`src/rtl/fetch_pkg.sv`:
```
// Shared types and helpers for the instruction prefetch path.
// Entry layout, reset fetch address and counter-width helper.
package fetch_pkg;

    localparam int          FETCH_AW           = 32;
    localparam logic [31:0] RESET_ADDR_DEFAULT = 32'h0000_0000;

    typedef struct packed {
        logic [31:0]         rdata;
        logic [FETCH_AW-1:0] addr;
        logic                err;
    } fetch_entry_t;

    // Bits needed to index 'value' items; never less than one.
    function automatic int clog2(input int value);
        int bits;
        int v;
        bits = 0;
        v    = value - 1;
        while (v > 0) begin
            bits++;
            v = v >>> 1;
        end
        return (bits < 1) ? 1 : bits;
    endfunction

endpackage

```
`src/rtl/prefetch_fifo.sv`:
```
// Generic synchronous FIFO with flush; 1-cycle write-to-read latency, no fall-through.
// Push is dropped only when full without a simultaneous pop; flush has priority over push/pop.
module prefetch_fifo
    import fetch_pkg::*;
#(
    parameter int  DEPTH     = 4,
    parameter type T         = logic [7:0],
    parameter T    RESET_VAL = '0
) (
    input  logic                      clk,
    input  logic                      rst_n,
    input  logic                      flush_i,
    input  logic                      push_i,
    input  T                          push_data_i,
    input  logic                      pop_i,
    output T                          head_o,
    output logic [clog2(DEPTH+1)-1:0] count_o,
    output logic                      full_o,
    output logic                      empty_o
);

    localparam int PW = clog2(DEPTH);
    localparam int CW = clog2(DEPTH + 1);

    T                mem [DEPTH];
    logic [PW-1:0]   wr_ptr;
    logic [PW-1:0]   rd_ptr;
    logic [CW-1:0]   count;
    logic            do_push;
    logic            do_pop;

    assign empty_o = (count == '0);
    assign full_o  = (count == CW'(DEPTH));
    assign count_o = count;
    assign head_o  = mem[rd_ptr];

    // A pop frees the slot the same-cycle push needs, so full+pop+push is legal.
    assign do_pop  = pop_i & ~empty_o;
    assign do_push = push_i & (~full_o | do_pop);

    always_ff @(posedge clk or negedge rst_n) begin
        if (!rst_n) begin
            wr_ptr <= '0;
            rd_ptr <= '0;
            count  <= '0;
            for (int i = 0; i < DEPTH; i++) begin
                mem[i] <= RESET_VAL;
            end
        end else if (flush_i) begin
            wr_ptr <= '0;
            rd_ptr <= '0;
            count  <= '0;
        end else begin
            if (do_push) begin
                mem[wr_ptr] <= push_data_i;
                wr_ptr      <= wr_ptr + 1'b1;
            end
            if (do_pop) begin
                rd_ptr <= rd_ptr + 1'b1;
            end
            count <= count + CW'(do_push) - CW'(do_pop);
        end
    end

endmodule

```
`src/rtl/prefetch_unit.sv`:
```
// Pipelined instruction prefetcher: gnt at N, rvalid at N+1 earliest, instr_valid_o at N+2.
// Requests stall when outstanding + buffered words would exceed FIFO space; decode stalls via instr_ready_i.
module prefetch_unit
    import fetch_pkg::*;
#(
    parameter int                    ADDR_WIDTH      = 32,
    parameter int                    DATA_WIDTH      = 32,
    parameter int                    FIFO_DEPTH      = 4,
    parameter int                    MAX_OUTSTANDING = 2,
    parameter logic [ADDR_WIDTH-1:0] RESET_ADDR      = ADDR_WIDTH'(RESET_ADDR_DEFAULT)
) (
    input  logic                  clk,
    input  logic                  rst_n,
    input  logic                  req_i,
    input  logic                  branch_i,
    input  logic [ADDR_WIDTH-1:0] branch_addr_i,
    output logic                  instr_valid_o,
    input  logic                  instr_ready_i,
    output logic [DATA_WIDTH-1:0] instr_rdata_o,
    output logic [ADDR_WIDTH-1:0] instr_addr_o,
    output logic                  instr_err_o,
    output logic                  busy_o,
    output logic                  imem_req_o,
    input  logic                  imem_gnt_i,
    output logic [ADDR_WIDTH-1:0] imem_addr_o,
    input  logic                  imem_rvalid_i,
    input  logic [DATA_WIDTH-1:0] imem_rdata_i,
    input  logic                  imem_err_i
);

    localparam int OW = clog2(MAX_OUTSTANDING + 1);
    localparam int QW = clog2(MAX_OUTSTANDING);
    localparam int CW = clog2(FIFO_DEPTH + 1);

    typedef struct packed {
        logic [DATA_WIDTH-1:0] rdata;
        logic [ADDR_WIDTH-1:0] addr;
        logic                  err;
    } entry_t;

    localparam entry_t ENTRY_RST = '{rdata: '0, addr: RESET_ADDR, err: 1'b0};

    logic [ADDR_WIDTH-1:0] fetch_addr;
    logic [OW-1:0]         outstanding;
    logic [OW-1:0]         discard_cnt;
    logic                  fab_vld;
    logic                  fab_bit;
    logic [ADDR_WIDTH-1:0] aq [MAX_OUTSTANDING];
    logic [QW-1:0]         aq_wr;
    logic [QW-1:0]         aq_rd;

    logic                  grant;
    logic                  resp;
    logic                  accept;
    logic                  slots_ok;
    logic [ADDR_WIDTH-1:0] resp_addr;
    entry_t                push_entry;
    entry_t                head;
    logic [CW-1:0]         fifo_count;
    logic                  fifo_full;
    logic                  fifo_empty;
    logic                  unused_bits;

    function automatic logic [QW-1:0] q_next(input logic [QW-1:0] p);
        return (p == QW'(MAX_OUTSTANDING - 1)) ? '0 : p + 1'b1;
    endfunction

    assign unused_bits = branch_addr_i[0];

    // Slots are reserved at grant so every accepted response has FIFO space.
    assign slots_ok   = (int'(outstanding) < MAX_OUTSTANDING) &&
                        (int'(fifo_count) + int'(outstanding) < FIFO_DEPTH);
    assign imem_req_o = rst_n & req_i & ~branch_i & ~fifo_full & slots_ok;
    assign imem_addr_o = fetch_addr;
    assign grant      = imem_req_o & imem_gnt_i;

    // A response with nothing in flight is spurious and ignored entirely.
    assign resp       = imem_rvalid_i & (outstanding != '0);
    assign accept     = resp & (discard_cnt == '0) & ~branch_i;
    assign resp_addr  = aq[aq_rd];

    always_comb begin
        push_entry       = '0;
        push_entry.rdata = imem_rdata_i;
        push_entry.err   = imem_err_i;
        push_entry.addr  = fab_vld ? {resp_addr[ADDR_WIDTH-1:2], fab_bit, 1'b0} : resp_addr;
    end

    prefetch_fifo #(
        .DEPTH     (FIFO_DEPTH),
        .T         (entry_t),
        .RESET_VAL (ENTRY_RST)
    ) u_fifo (
        .clk         (clk),
        .rst_n       (rst_n),
        .flush_i     (branch_i),
        .push_i      (accept),
        .push_data_i (push_entry),
        .pop_i       (instr_valid_o & instr_ready_i & ~branch_i),
        .head_o      (head),
        .count_o     (fifo_count),
        .full_o      (fifo_full),
        .empty_o     (fifo_empty)
    );

    assign instr_valid_o = ~fifo_empty;
    assign instr_rdata_o = head.rdata;
    assign instr_addr_o  = head.addr;
    assign instr_err_o   = head.err;
    assign busy_o        = (outstanding != '0) | (discard_cnt != '0);

    always_ff @(posedge clk or negedge rst_n) begin
        if (!rst_n) begin
            fetch_addr  <= RESET_ADDR;
            outstanding <= '0;
            discard_cnt <= '0;
            fab_vld     <= 1'b0;
            fab_bit     <= 1'b0;
            aq_wr       <= '0;
            aq_rd       <= '0;
            for (int i = 0; i < MAX_OUTSTANDING; i++) begin
                aq[i] <= '0;
            end
        end else begin
            outstanding <= outstanding + OW'(grant) - OW'(resp);
            if (grant) begin
                aq[aq_wr] <= fetch_addr;
                aq_wr     <= q_next(aq_wr);
            end
            if (resp) begin
                aq_rd <= q_next(aq_rd);
            end
            // Stale responses still drain the address queue, keeping it aligned with the bus.
            if (branch_i) begin
                fetch_addr  <= {branch_addr_i[ADDR_WIDTH-1:2], 2'b00};
                discard_cnt <= outstanding - OW'(resp);
                fab_vld     <= 1'b1;
                fab_bit     <= branch_addr_i[1];
            end else begin
                if (grant) begin
                    fetch_addr <= fetch_addr + ADDR_WIDTH'(4);
                end
                if (resp && (discard_cnt != '0)) begin
                    discard_cnt <= discard_cnt - 1'b1;
                end
                if (accept) begin
                    fab_vld <= 1'b0;
                end
            end
        end
    end

endmodule

```
`config.mk`:
```
export PLATFORM = sky130hd
export DESIGN_NAME = prefetch_unit
export DESIGN_NICKNAME = d
export VERILOG_FILES = /design/src/rtl/fetch_pkg.sv /design/src/rtl/prefetch_fifo.sv /design/src/rtl/prefetch_unit.sv
export SDC_FILE = /design/constraint.sdc
export NUM_CORES = 1
export LEC_CHECK = 0
export ABC_AREA = 0
export ABC_CLOCK_PERIOD_IN_PS = 3400
export BUFFER_PORTS_ARGS = -buffer_cell sky130_fd_sc_hd__buf_2
export CAP_MARGIN = 10
export CORE_MARGIN = 10
export CORE_UTILIZATION = 45
export DETAILED_ROUTE_END_ITERATION = 6
export PLACE_DENSITY = 0.6
export SYNTH_ARGS = -nofsm -noshare
export SYNTH_HDL_FRONTEND = slang
export SYNTH_SLANG_ARGS = --single-unit
```
`constraint.sdc`:
```
create_clock -name clk -period 3.4 [get_ports clk]
set_clock_uncertainty 0.2 [all_clocks]
set_input_delay 0.17 -clock clk [delete_from_list [all_inputs] [get_ports clk]]
set_output_delay 0.17 -clock clk [all_outputs]
set_load 0.01 [all_outputs]
```
-- Word level (Yosys, flattened, before mapping)
Cells that the tools add are included.
- reduce and logical (&&, ||, !) cells: 14
- muxes and demuxes: 26
- bitwise logic cells: 21
- div/mod/pow operators: 0
- equal/unequal tests: 1
- add/subtract/negate cells: 12
- order comparisons: 8
- shifts and indexed selects: 0
- $mul: 0
- operator list (cell ; number):
    $bwmux 260 ; 1
    $mux 65 ; 3
    $mux 32 ; 6
    $bmux 65 s2 ; 1
    $demux 65 s2 ; 1
    $bwmux 64 ; 1
    $add 32x3->32 const B ; 1
    $demux 32 s1 ; 1
    $mux 2 ; 7
    $reduce_bool 2->1 ; 7
    $and 1x1->1 ; 12
    $ge 3x3->1 const B ; 2
    $not 2->3 ; 2
    $add 2x1->2 const B ; 2
    $add 3x2->4 ; 1
    $ge 2x2->1 const B ; 2
    $logic_and 1x1->1 ; 4
    $lt 4x3->1 const B ; 1
    $mux 1 ; 4
    $not 1->2 ; 2
    $sub 2x1->2 ; 2
    $add 3x1->3 ; 1
    $eq 3x3->1 const B ; 1
    $logic_not 3->1 ; 1
    other kinds (12) ; 16
- bits in latches: 0
- bits in registers: 371
- logic and storage cells: 106
- memory bits (writable): 0
- memories kept: 0
- ROM bits: 0
- output and inout port bits: 100
- bits of input ports: 72

-- Longest topological paths before layout
Gate-level depths: netlist (run 1).
- word-level depth: 10
- mapped depth: 12

-- Hierarchy
Synthesis (run 1) repeated with hierarchy kept, for this count alone.
- cells, all modules: 1105
- area total of the unflattened synthesis: 16557.1 sq um
- modules (own cells, without submodules) (module ; area each (sq um) ; times used ; cells each):
    prefetch_fifo ; 11671.2 ; 1 ; 677
    prefetch_unit ; 4885.9 ; 1 ; 428

-- Worst setup path after synthesis (run 1)
No wires, ideal clock.
- path type: reg2reg
- from: register outstanding[1]
- to: register outstanding[1]
- period minus slack after synthesis: 2.699 ns
- data arrival time: 2.372 ns
- slack: 0.701 ns
- cell stages (with the launch flop): 13
- library setup time: 0.127 ns
- data required time: 3.073 ns
- cell sequence: dfrtp_1 ha_1 and3_1 nor4_4 and2_1 buf_4 inv_2 buf_2 ha_1 inv_1 ha_1 xnor2_1 xnor2_1
- longest elaborated chain between the ends: 7
- elaborated cells on any way between the ends: 10
- ends and longest elaborated chain (what ; RTL line ; source):
    start, declared ; prefetch_unit.sv:44 ; logic [OW-1:0] outstanding;
    start signal, assigned ; prefetch_unit.sv:125 ; outstanding <= outstanding + OW'(grant) - OW'(resp);
    $add 3x2->4 ; prefetch_unit.sv:72 ; (int'(fifo_count) + int'(outstanding) < FIFO_DEPTH);
    $lt 4x3->1 ; prefetch_unit.sv:72 ;
    $logic_and 1x1->1 ; prefetch_unit.sv:71 ; assign slots_ok = (int'(outstanding) < MAX_OUTSTANDING) &&
    $and 1x1->1 ; prefetch_unit.sv:73 ; assign imem_req_o = rst_n & req_i & ~branch_i & ~fifo_full & slots_ok;
    $and 1x1->1 ; prefetch_unit.sv:75 ; assign grant = imem_req_o & imem_gnt_i;
    $add 2x1->2 ; prefetch_unit.sv:125 ;
    $sub 2x1->2 * ; prefetch_unit.sv:125 ;
Mark *: on every way between the ends. The rest lies on a longest branch, timed or not.
A chain may end at the register's enable or synchronous reset.

-- Final worst setup path (run 1)
- from: register outstanding[1]
- to: register fetch_addr[8], in the netlist imem_addr_o[8]
- longest elaborated chain between the ends: 6
- elaborated cells on any way between the ends: 7
- ends and longest elaborated chain (what ; RTL line ; source):
    $add 3x2->4 ; prefetch_unit.sv:72 ;
    $lt 4x3->1 ; prefetch_unit.sv:72 ;
    $logic_and 1x1->1 * ; prefetch_unit.sv:71 ;
    $and 1x1->1 * ; prefetch_unit.sv:73 ;
    $and 1x1->1 * ; prefetch_unit.sv:75 ;
    $reduce_bool 2->1 (no line) * ; -- ;
    end signal, assigned ; prefetch_unit.sv:135 ; fetch_addr <= {branch_addr_i[ADDR_WIDTH-1:2], 2'b00};
    end signal, assigned ; prefetch_unit.sv:141 ; fetch_addr <= fetch_addr + ADDR_WIDTH'(4);
    end, declared ; prefetch_unit.sv:43 ; logic [ADDR_WIDTH-1:0] fetch_addr;
Marked as above.

==> impl_results.md, run 1 <==
- Finished Layout Cells: 1955
- PostCTS Resize Cnt: 0
- Max VDD drop: 0.427 mV
- Post-synth ARST share: 1.00
- GP Congestion: 0.825
- Synth Area in XOR/XNOR: 0.0103
- Ports: roughly 170
- Dominant register cell in the synthesized netlist: dfrtp_1
- Final setup fails: 0
- Logic pwr share: 0.260
- Starting Density: 0.455
- Synth Area in Compound Gates: 0.0608
- Die width: about 210 um
- Worst Path Class, Setup: reg -> reg
- Status: completed
- Clock share of power: 0.315
- Root Driver: clkbuf_16
- Yosys warnings: 0
- Post-route minimum period: 3.20 ns
- Req. time, crit path: 3.65 ns
- Post-synthesis mux area share: 0.248
- CP Max Fanout: 14
- Initial antenna violation count: 0
- Mapped Cells: 1227
- Pwr Total: between 10000 and 15000 uW
- CP endpoint kind: flop
- Hold Crit Class: in -> reg
- DRC: 0
- Num rows: 69
- Routed WL per cell: approximately 19 um
- Sw frac: 0.293
- Count of different cell masters after synthesis: 50
- Static leakage: 0.00932 uW
- Die Ht: 209 um
- P per Cell Area: 710 nW/um2
- DR vias: 10512
- Dpl cells: 1805
- P&R area growth vs syn: 22.1%
- Overflow after GRT: 0
- Layout cell share with drive strength beyond 1: 0.357
- IO Port Bufs: between 150 and 200
- Register bit total from synthesis: approximately 370
- Largest net degree at the start of global routing: 181
- Register area: 9140 um2
- Final WL: 37.7 mm
- Max Cap Viol: 0
- Max Freq: 313 MHz
- Sum Neg Setup Slack: 0 ns
- TritonCTS clock tree: built
- Die area: 43700 um2
- Placed inst area: 17500 um2
- Vias in the first global route: 11113
- Final instance area: 19700 um2
- Crit path arrival time: 3.45 ns
- Max Transition Viols Final: 0
- Clock slew seen by the registers of the worst setup and hold paths: 0.06 ns
- Fin crit share: 0.940
- Gr usage total: 0.173
- Skew-Pair Late Insertion Delay: 0.52 ns
- DR iter-0 viols: 571
- # fillers: 3004
- First-pass GRT wire length: 61.7 mm
- Worst Max-Slew Pin Slew: about 1.1 ns
- Critical Path Start Type: flop
- Hold Violations, Final: 0
- Ant. Diodes: 0
- Core area: about 35000 um2
- Switching component of the power: 4090 uW
- Max Root-Sink Buffers: 3
- Share of the yosys chip area belonging to registers: 0.567
- Largest family of logic cells by synthesized area: multiplexers
- Multi-input gate area: between 6000 and 7000 um2
- CTS H-tree depth: 2
- DRT Pass-1 Iters: 5
- Nets@finish: around 1600
- Register share of total power: 0.425
- DP HPWL: approximately 24 mm
- Worst slew margin: 0.285
- Area share of fa/ha/maj cells after synthesis: 0.0106
- Post-synth EDFFs: 0
- Syn_area_per_cell: 13.1 um2
- Post-CTS Setup Inserts: 0
- Vias per Instance: 5.38
- P_int: 9870 uW
- Final Util: 0.555
- Simple-Gate Fraction of Synth Area: 0.0752
- CTS Buf Count: 40
- Clock sink total: 365
- RSZ-0062 raised after global routing: no
- Mapped cell area: 16100 um2
- ANT nets after route: 0
[kinds of logic (layout without fill, tap and decap cells)]
| kind of cell | after synthesis | count (layout) |
|---|---|---|
| xor gates and xnor gates | 19 | 19 |
| buffers and inverters | 100 | 366 |
| other | 1 | 2 |
| DFF | 365 | 365 |
| AOI/OAI and AO/OA | 175 | 175 |
| adders and majority gates | 13 | 13 |
| muxes | 293 | 293 |
| and+or+nand+nor | 261 | 261 |
[Yosys cell counts, types with 4 or more instances]
library cell	instances	area [um2]
or4_1	6	45.0
dfrtp_1	365	9130
xor2_1	11	96.3
o311ai_0	4	35.0
mux4_2	65	1460
nand2_1	168	631
a221o_1	4	40.0
nor2_1	12	45.0
or3_1	5	31.3
xnor2_1	8	70.1
mux2i_1	34	340
buf_2	40	200
o211ai_1	5	37.5
and3_1	6	37.5
a21o_1	6	45.0
mux2_2	194	2180
and2_1	9	56.3
inv_1	18	67.6
ha_1	12	150
a21oi_1	7	35.0
nor3_1	4	20.0
clkbuf_1	35	131
nand3_1	20	100
nand4_1	19	119
o21ai_0	135	676
[worst paths after layout]
check	slack, ns	start	cells after the start	to
max	0.20	outstanding[1]$_DFF_PN0_	8	imem_addr_o[8]$_DFFE_PN0P_
min	0.04	imem_gnt_i	4	imem_addr_o[4]$_DFFE_PN0P_
max reg2reg	0.20	outstanding[1]$_DFF_PN0_	8	imem_addr_o[8]$_DFFE_PN0P_
min reg2reg	0.27	u_fifo.mem[134]$_DFFE_PN0P_	2	u_fifo.mem[134]$_DFFE_PN0P_
max in group asynchronous	1.35	rst_n	4	imem_addr_o[2]$_DFFE_PN0P_
min in group asynchronous	0.22	rst_n	3	u_fifo.mem[132]$_DFFE_PN0P_
[cell usage in the layout (no fill, tap or decap), types with 18 or more instances in the layout]
master / instances
buf_2: 167
mux2_2: 194
mux4_2: 65
inv_1: 18
nand3_1: 20
buf_4: 21
dfrtp_1: 362
o21ai_0: 135
mux2i_1: 34
dlygate4sd3_1: 80
clkbuf_16: 41
nand4_1: 19
nand2_1: 165
[layout make-up]
cell class	count	area share
Sequential cell	365	0.465
Clock buffer	55	0.0594
Tap cell	461	0.0293
Inverter	19	0.00363
Multi-Input combinational cell	763	0.333
Clock inverter	15	0.00910
Timing Repair Buffer	277	0.100
[state kept, by name (all words and copies together) (netlist names)]
signal / flops
aq: 60
discard_cnt: 2
fab_vld: 1
fab_bit: 1
imem_addr_o: 30
aq_rd: 1
outstanding: 2
aq_wr: 1
u_fifo.rd_ptr: 2
u_fifo.wr_ptr: 2
u_fifo.count_o: 3
u_fifo.mem: 260
[critical path, cell delays in order, from the launching register on]
cell and delay, ns:
dfrtp_1 0.47, ha_1 0.31, and3_1 0.18, nor4_4 0.06, buf_4 0.20, a21oi_1 0.86, a21oi_1 0.08, o221ai_1 0.21
dlygate4sd3_1 0.57
[metrics by stage]
step / worst slack [ns] / hold WS, ns
3_3_place_gp: 0.673 / 0.175
3_5_place_dp: 0.674 / 0.180
4_1_cts: 0.228 / 0.0241
6_report: 0.205 / 0.0357
5_1_grt: 0.0800 / 0.0454
2_1_floorplan: 0.701 / -0.326
[repair_timing]
item	in CTS	in global routing
hold endpoints to repair	222	0
hold buffers	80	0
setup endpoints to repair	0	0
[layer usage]
metal  track usage  wire [um]
met1         0.238      17600
met5             0          0
met2         0.270      17500
met3        0.0431       2090
met4        0.0392        538
[power by group through the flow]
stage	clock (uW)	sequential (uW)	combinational, uW
finish	4400	5940	3630
global route	4720	6080	3990
CTS	4530	5950	3700
detailed placement	0	6020	3610
global placement	0	5980	3540
floorplan	0	5690	2530
Note: power is estimated with default switching activity, not from simulation.
==> run 2, diff against run 1 <==
--- a/config.mk
+++ b/config.mk
@@ -6,7 +6,7 @@
 export NUM_CORES = 1
 export LEC_CHECK = 0
 export ABC_AREA = 0
-export ABC_CLOCK_PERIOD_IN_PS = 3400
+export ABC_CLOCK_PERIOD_IN_PS = 3740
 export BUFFER_PORTS_ARGS = -buffer_cell sky130_fd_sc_hd__buf_2
 export CAP_MARGIN = 10
 export CORE_MARGIN = 10
==> constraint.sdc (replaced) <==
create_clock -name clk -period 3.74 [get_ports clk]
set_clock_uncertainty 0.2 [all_clocks]
set_input_delay 0.187 -clock clk [delete_from_list [all_inputs] [get_ports clk]]
set_output_delay 0.187 -clock clk [all_outputs]
set_load 0.01 [all_outputs]
==> run 2 against run 1 <==
Against the previous run: register-to-register slack gained 0.65 ns; setup slack gained 0.64 ns; die area is the same; critical path depth grew 2; non-clock buffer count shrank 7; first-iteration DRC count grew 1.1%; design area shrank 0.36%; count of clock-buffer cells in the layout grew 5; critical endpoint unchanged; core utilization shrank 0.20 points; highest routed layer unchanged; critical path type is now in -> reg; clock power shrank 8.2%.
==> impl_results.md, run 2 (synthesis results as in run 1) <==
- Status: completed
- Max Transition Viols Final: 0 (unchanged)
- Gr usage total: 0.171 (-0.00102)
- Largest net degree at the start of global routing: 149 (-18%)
- Min-Delay Startpoint: imem_gnt_i
- Placed inst area: 17400 um2 (-0.60%)
- Post-CTS Setup Inserts: 0 (unchanged)
- Starting Density: 0.455 (unchanged)
- Hold Violations, Final: 0 (unchanged)
- Sequence of cells on the critical path: dlygate4sd3_1 > dlygate4sd3_1 > buf_8 > nand4bb_1 > nor4_4 > buf_4 > a21oi_1 > a21oi_1 > o221ai_1 > dlygate4sd3_1
- Worst slew margin: 0.342 (+0.0569)
- Largest register FFs: 260 (unchanged)
- Crit path arrival time: 3.11 ns (-0.34 ns)
- Dpl cells: 1796 (-0.50%)
- Static leakage: 0.00927 uW (-0.51%)
- Die width: 209 um (unchanged)
- Vias in the first global route: 11188 (+0.67%)
- Ports: 172 (unchanged)
- DRT Pass-1 Iters: 5 (unchanged)
- Max Cap Viol: 0 (unchanged)
- Final instance area: 19600 um2 (-0.36%)
- PostCTS Resize Cnt: 0 (unchanged)
- Ant. Diodes: 0 (unchanged)
- P per Cell Area: 649 nW/um2 (-8.6%)
- Clock sink total: 365 (unchanged)
- Worst Max-Slew Pin Slew: 0.987 ns (-0.0853 ns)
- Max VDD drop: 0.445 mV (+4.2%)
- Routed WL per cell: 19.1 um (-0.80%)
- Fin crit share: 0.775
- Sum Neg Setup Slack: 0 ns (unchanged)
- CP Max Fanout: 13 (-1)
- Skew-Pair Late Insertion Delay: 0.54 ns (+0.02 ns)
- Vias per Instance: 5.35 (-0.48%)
- Register with the most flip-flops: u_fifo.mem
- Worst Hold Depth: 4 (unchanged)
- CP endpoint kind: flop
- P&R area growth vs syn: 21.7%
- Critical Path Start Type: primary input
- DRC: 0 (unchanged)
- CTS Buf Count: 42 (+5.0%)
- CP Launch Point: rst_n
- Post-route minimum period: around 2.9 ns
- Pwr Total: 12700 uW (-8.9%)
- Hold_ws: 0.0342 ns (-0.00150 ns)
- Slowest stage delay, CP: 0.59 ns (-0.27 ns)
- GP Congestion: 0.816 (-1.0%)
- DR vias: 10429 (-0.79%)
- Reg2reg path depth: 6 (-2)
- Initial antenna violation count: 0 (unchanged)
- First-pass GRT wire length: 61.5 mm (-0.36%)
- Hold Crit Class: in -> reg
- Max Root-Sink Buffers: 3 (unchanged)
- Final WL: 37.3 mm (-1.1%)
- RSZ-0062 raised after global routing: no
- ANT nets after route: 0 (unchanged)
- Commonest non-fill, non-tap cell in the layout: dfrtp_1
- Slowest-stage cell, CP: dlygate4sd3_1
- TritonCTS clock tree: built
- Worst Path Class, Setup: in -> reg
- R2R Setup Slk: 0.85 ns (+0.65 ns)
- Hold endpoint: imem_addr_o[4]$_DFFE_PN0P_
- Root Driver: clkbuf_16
- IO Port Bufs: 168 (unchanged)
- Num rows: 69 (unchanged)
- Die area: 43700 um2 (unchanged)
- Req. time, crit path: 3.95 ns (+0.30 ns)
- Clock slew seen by the registers of the worst setup and hold paths: 0.06 ns (about the same)
- DP HPWL: 23.2 mm (-4.3%)
- Layout cell share with drive strength beyond 1: 0.349 (-0.00797)
- Die Ht: 209 um (unchanged)
- Nets@finish: 1546 (-0.32%)
- Core area: 35400 um2 (unchanged)
- CTS H-tree depth: 2 (unchanged)
- Commonest non-fill, non-tap cells in the layout: 362 x dfrtp_1, 194 x mux2_2, 167 x buf_2
- R2r endpoint: imem_addr_o[21]$_DFFE_PN0P_
- Launch point of the worst reg-to-reg path: imem_addr_o[4]$_DFFE_PN0P_
- Overflow after GRT: 0 (unchanged)
- Finished Layout Cells: 1949 (-0.31%)
- Max Freq: between 300 and 400 MHz
- Top cell by count, worst path: dlygate4sd3_1
- DR iter-0 viols: 577 (+1.1%)
- Final setup fails: 0 (unchanged)
-- run 2: metrics by stage --
| step | utilization | setup WS (ns) |
|---|---|---|
| after floorplan | - | 1.04 |
| after global placement | 0.492 | 1.02 |
| after detailed placement | 0.492 | 0.984 |
| after CTS | 0.553 | 0.842 |
| after global routing | 0.553 | 0.687 |
| final | 0.553 | 0.843 |
-- run 2: final cells by class --
type | count | area [um2]
inverter | 19 | 71.3
sequential | 365 | 9140
tap | 461 | 577
timing repair buffer | 270 | 1890
clock inverter | 11 | 163
multi-input combinational | 763 | 6550
clock buffer | 60 | 1190
fill | 2916 | 15800
-- run 2: repair_timing --
action                                 CTS  global route
hold buffers                            82             0
setup endpoints to repair                0             0
endpoints found under the hold margin  338             0
-- run 2: where the power goes --
| part | switching (uW) | internal, uW | leakage [uW] | total (uW) |
|---|---|---|---|---|
| sequential | 632 | 4780 | 0.00488 | 5410 |
| clock | 1570 | 2480 | 0.000665 | 4040 |
| combinational | 1530 | 1740 | 0.00373 | 3270 |
-- run 2: worst max-delay path, delay by kind of cell --
kind            cells  cell delay [ns]
buf+inv             5             2.08
compound gates      3             0.46
simple gates        2             0.38
-- run 2: layer usage --
layer	track usage	wire length, um	vias to the layer above
met2	0.271	17000	227
met4	0.0461	677	0
met1	0.231	17500	5264
met3	0.0435	2170	51
li1	-	-	4887
met5	0	0	-
-- run 2: worst max-delay path by stage --
| stage | cells after the start | end | slack [ns] |
|---|---|---|---|
| final | 10 | imem_addr_o[8]$_DFFE_PN0P_ | 0.84 |
| after global routing | 6 | imem_addr_o[21]$_DFFE_PN0P_ | 0.69 |
| after CTS | 6 | imem_addr_o[21]$_DFFE_PN0P_ | 0.84 |
| after detailed placement | 10 | outstanding[1]$_DFF_PN0_ | 0.98 |
| after global placement | 10 | outstanding[1]$_DFF_PN0_ | 1.02 |
| after floorplan | 12 | outstanding[1]$_DFF_PN0_ | 1.04 |
==> run 3, diff against run 2 <==
--- a/config.mk
+++ b/config.mk
@@ -6,7 +6,7 @@
 export NUM_CORES = 1
 export LEC_CHECK = 0
 export ABC_AREA = 0
-export ABC_CLOCK_PERIOD_IN_PS = 3740
+export ABC_CLOCK_PERIOD_IN_PS = 2700
 export BUFFER_PORTS_ARGS = -buffer_cell sky130_fd_sc_hd__buf_2
 export CAP_MARGIN = 10
 export CORE_MARGIN = 10
==> constraint.sdc (replaced) <==
create_clock -name clk -period 2.7 [get_ports clk]
set_clock_uncertainty 0.2 [all_clocks]
set_input_delay 0.135 -clock clk [delete_from_list [all_inputs] [get_ports clk]]
set_output_delay 0.135 -clock clk [all_outputs]
set_load 0.01 [all_outputs]
==> run 3 against run 2 <==
Against the previous run: critical path depth decreased by 2; clock power grew 35%; non-clock buffer count is 27 higher; via count grew 2.2%; design area up 1.7%; register-to-register slack lost 0.80 ns; routed wire length grew 3.0%; final cell count up 1.5%.
==> impl_results.md, run 3 (synthesis results as in run 1) <==
- Status: completed
- Worst Path Class, Setup: reg -> reg
- Die width: 209 um (unchanged)
- Register with the most flip-flops: u_fifo.mem
- P&R area growth vs syn: 23.8%
- Skew-Pair Late Insertion Delay: 0.53 ns (about the same)
- Static leakage: 0.00946 uW (+2.1%)
- Worst slew margin: 0.375 (+0.0327)
- Hold Violations, Final: 0 (unchanged)
- IO Port Bufs: 168 (unchanged)
- # fillers: 2974 (+2.0%)
- Num rows: 69 (unchanged)
- Launch point of the worst reg-to-reg path: u_fifo.count_o[1]$_DFF_PN0_
- GP Congestion: 0.808 (-0.98%)
- Layout cell share with drive strength beyond 1: 0.368 (+0.0190)
- P per Cell Area: 889 nW/um2 (+37%)
- Max Freq: 378 MHz
- Fin crit share: 0.980
- Initial antenna violation count: 1 (+1)
- Critical Path Start Type: flop
- DP HPWL: 24.5 mm (+5.6%)
- Core area: 35400 um2 (unchanged)
- Vias per Instance: 5.39 (+0.73%)
- Ports: 172 (unchanged)
- CTS Buf Count: 41 (-2.4%)
- Root Driver: clkbuf_16
- Commonest non-fill, non-tap cell in the layout: dfrtp_1
- Overflow after GRT: 0 (unchanged)
- DR vias: 10661 (+2.2%)
- Reg2reg path depth: 8 (+2)
- Max VDD drop: 0.524 mV (+18%)
- CP endpoint kind: flop
- Max Transition Viols Final: 0 (unchanged)
- First-pass GRT wire length: 63.1 mm (+2.7%)
- Max Cap Viol: 0 (unchanged)
- ANT nets after route: 0 (unchanged)
- DR iter-0 viols: 597 (+3.5%)
- Vias in the first global route: 11414 (+2.0%)
- Commonest non-fill, non-tap cells in the layout: 361 x dfrtp_1, 194 x mux2_2, 167 x buf_2
- Starting Density: 0.455 (unchanged)
- Largest register FFs: 260 (unchanged)
- Worst Max-Slew Pin Slew: 0.938 ns (-0.0490 ns)
- Die area: 43700 um2 (unchanged)
- Dpl cells: 1823 (+1.5%)
- Post-route minimum period: 2.65 ns
- Pwr Total: 17700 uW (+39%)
- Routed WL per cell: 19.4 um (+1.5%)
- RSZ-0062 raised after global routing: yes
- TritonCTS clock tree: built
- R2r endpoint: imem_addr_o[6]$_DFFE_PN0P_
- CP Max Fanout: 5 (-8)
- Nets@finish: 1572 (+1.7%)
- Largest net degree at the start of global routing: 171 (+15%)
- Max Root-Sink Buffers: 3 (unchanged)
- Critical path destination: imem_addr_o[6]$_DFFE_PN0P_
- Req. time, crit path: 2.97 ns (-0.98 ns)
- Die Ht: 209 um (unchanged)
- CTS H-tree depth: 2 (unchanged)
- Clock slew seen by the registers of the worst setup and hold paths: 0.06 ns (about the same)
- Final WL: 38.4 mm (+3.0%)
- R2R Setup Slk: 0.05 ns (-0.80 ns)
- Clock sink total: 365 (unchanged)
- Final setup fails: 0 (unchanged)
- DRC: 0 (unchanged)
- Hold Crit Class: in -> reg
- DRT Pass-1 Iters: 5 (unchanged)
- Finished Layout Cells: 1978 (+1.5%)
- CP Launch Point: u_fifo.count_o[1]$_DFF_PN0_
- Gr usage total: 0.176 (+0.00473)
- Crit path arrival time: 2.92 ns (-0.19 ns)
- Ant. Diodes: 0 (unchanged)
run 3: changes by cell type in the layout (fill, tap and decap cells not counted), sizes merged:
| cell | delta |
|---|---|
| dlymetal6s4s | +1 |
| clkbuf | +3 |
| dlygate4sd3 | -7 |
| buf | +33 |
| bufinv | -2 |
| inv | -1 |
| clkinv | +2 |
run 3: repair_timing:
action,4_1_cts,5_1_grt
buffers inserted,1,5
setup endpoints to repair,14,7
pin swaps,0,1
cloned,0,1
endpoints found under the hold margin,398,0
resized for setup,1,9
hold buffers,77,0
run 3: where the power goes:
part           leakage, uW  switching (uW)  total, uW  internal (uW)
logic              0.00392            2330       4900           2570
clock network     0.000662            2130       5460           3320
registers          0.00488             741       7360           6620
total              0.00946            5210      17700          12500
run 3: layout make-up:
class                   count  area [um2]  share of cell area
repair buffers            297        2230               0.112
clock inverters            10         104             0.00521
flip-flops and latches    365        9140               0.459
inverters                  19        71.3             0.00358
clock buffers              63        1230              0.0618
well taps                 461         577              0.0289
multi-input cells         763        6570               0.330
run 3: worst min-delay path by stage:
| stage | slack [ns] | end | start | depth (start not counted) |
|---|---|---|---|---|
| 6_report | 0.16 | imem_addr_o[3]$_DFFE_PN0P_ | branch_addr_i[3] | 4 |
| 4_1_cts | 0.13 | imem_addr_o[3]$_DFFE_PN0P_ | branch_addr_i[3] | 4 |
| 2_1_floorplan | -0.36 | aq[10]$_DFFE_PN0P_ | rst_n | 0 |
| 3_5_place_dp | -0.25 | u_fifo.mem[255]$_DFFE_PN0P_ | rst_n | 1 |
| 3_3_place_gp | -0.25 | u_fifo.mem[190]$_DFFE_PN0P_ | rst_n | 1 |
| 5_1_grt | 0.17 | imem_addr_o[8]$_DFFE_PN0P_ | branch_addr_i[8] | 4 |
run 3: per-layer routing:
| layer | wire length (um) | global-route usage | part of all wire |
|---|---|---|---|
| met3 | 2130 | 0.0422 | 0.056 |
| met1 | 17900 | 0.243 | 0.47 |
| met2 | 17800 | 0.280 | 0.46 |
| met4 | 539 | 0.0345 | 0.014 |
| met5 | 0 | 0 | 0 |
run 3: worst max-delay path, cell delays in order (launching register included):
cell and delay, ns:
dfrtp_2 0.42, ha_1 0.27, and3_4 0.16, nor4_4 0.36, buf_6 0.19, nand4_1 0.12, xor2_1 0.16, o21ai_0 0.14
dlygate4sd3_1 0.56
run 3: metrics by stage:
stage / setup slack (ns) / hold WS (ns) / TNS [ns] / util / area, um2
after detailed placement: -0.0831 / -0.247 / -0.265 / 0.501 / 17700
after global routing: -0.105 / 0.168 / -0.427 / 0.563 / 19900
after floorplan: 0.00119 / -0.361 / 0 / - / 16100
after CTS: 0.0334 / 0.130 / 0 / 0.561 / 19900
final: 0.0527 / 0.155 / 0 / 0.563 / 19900
after global placement: -0.0252 / -0.246 / -0.0252 / 0.501 / 17700
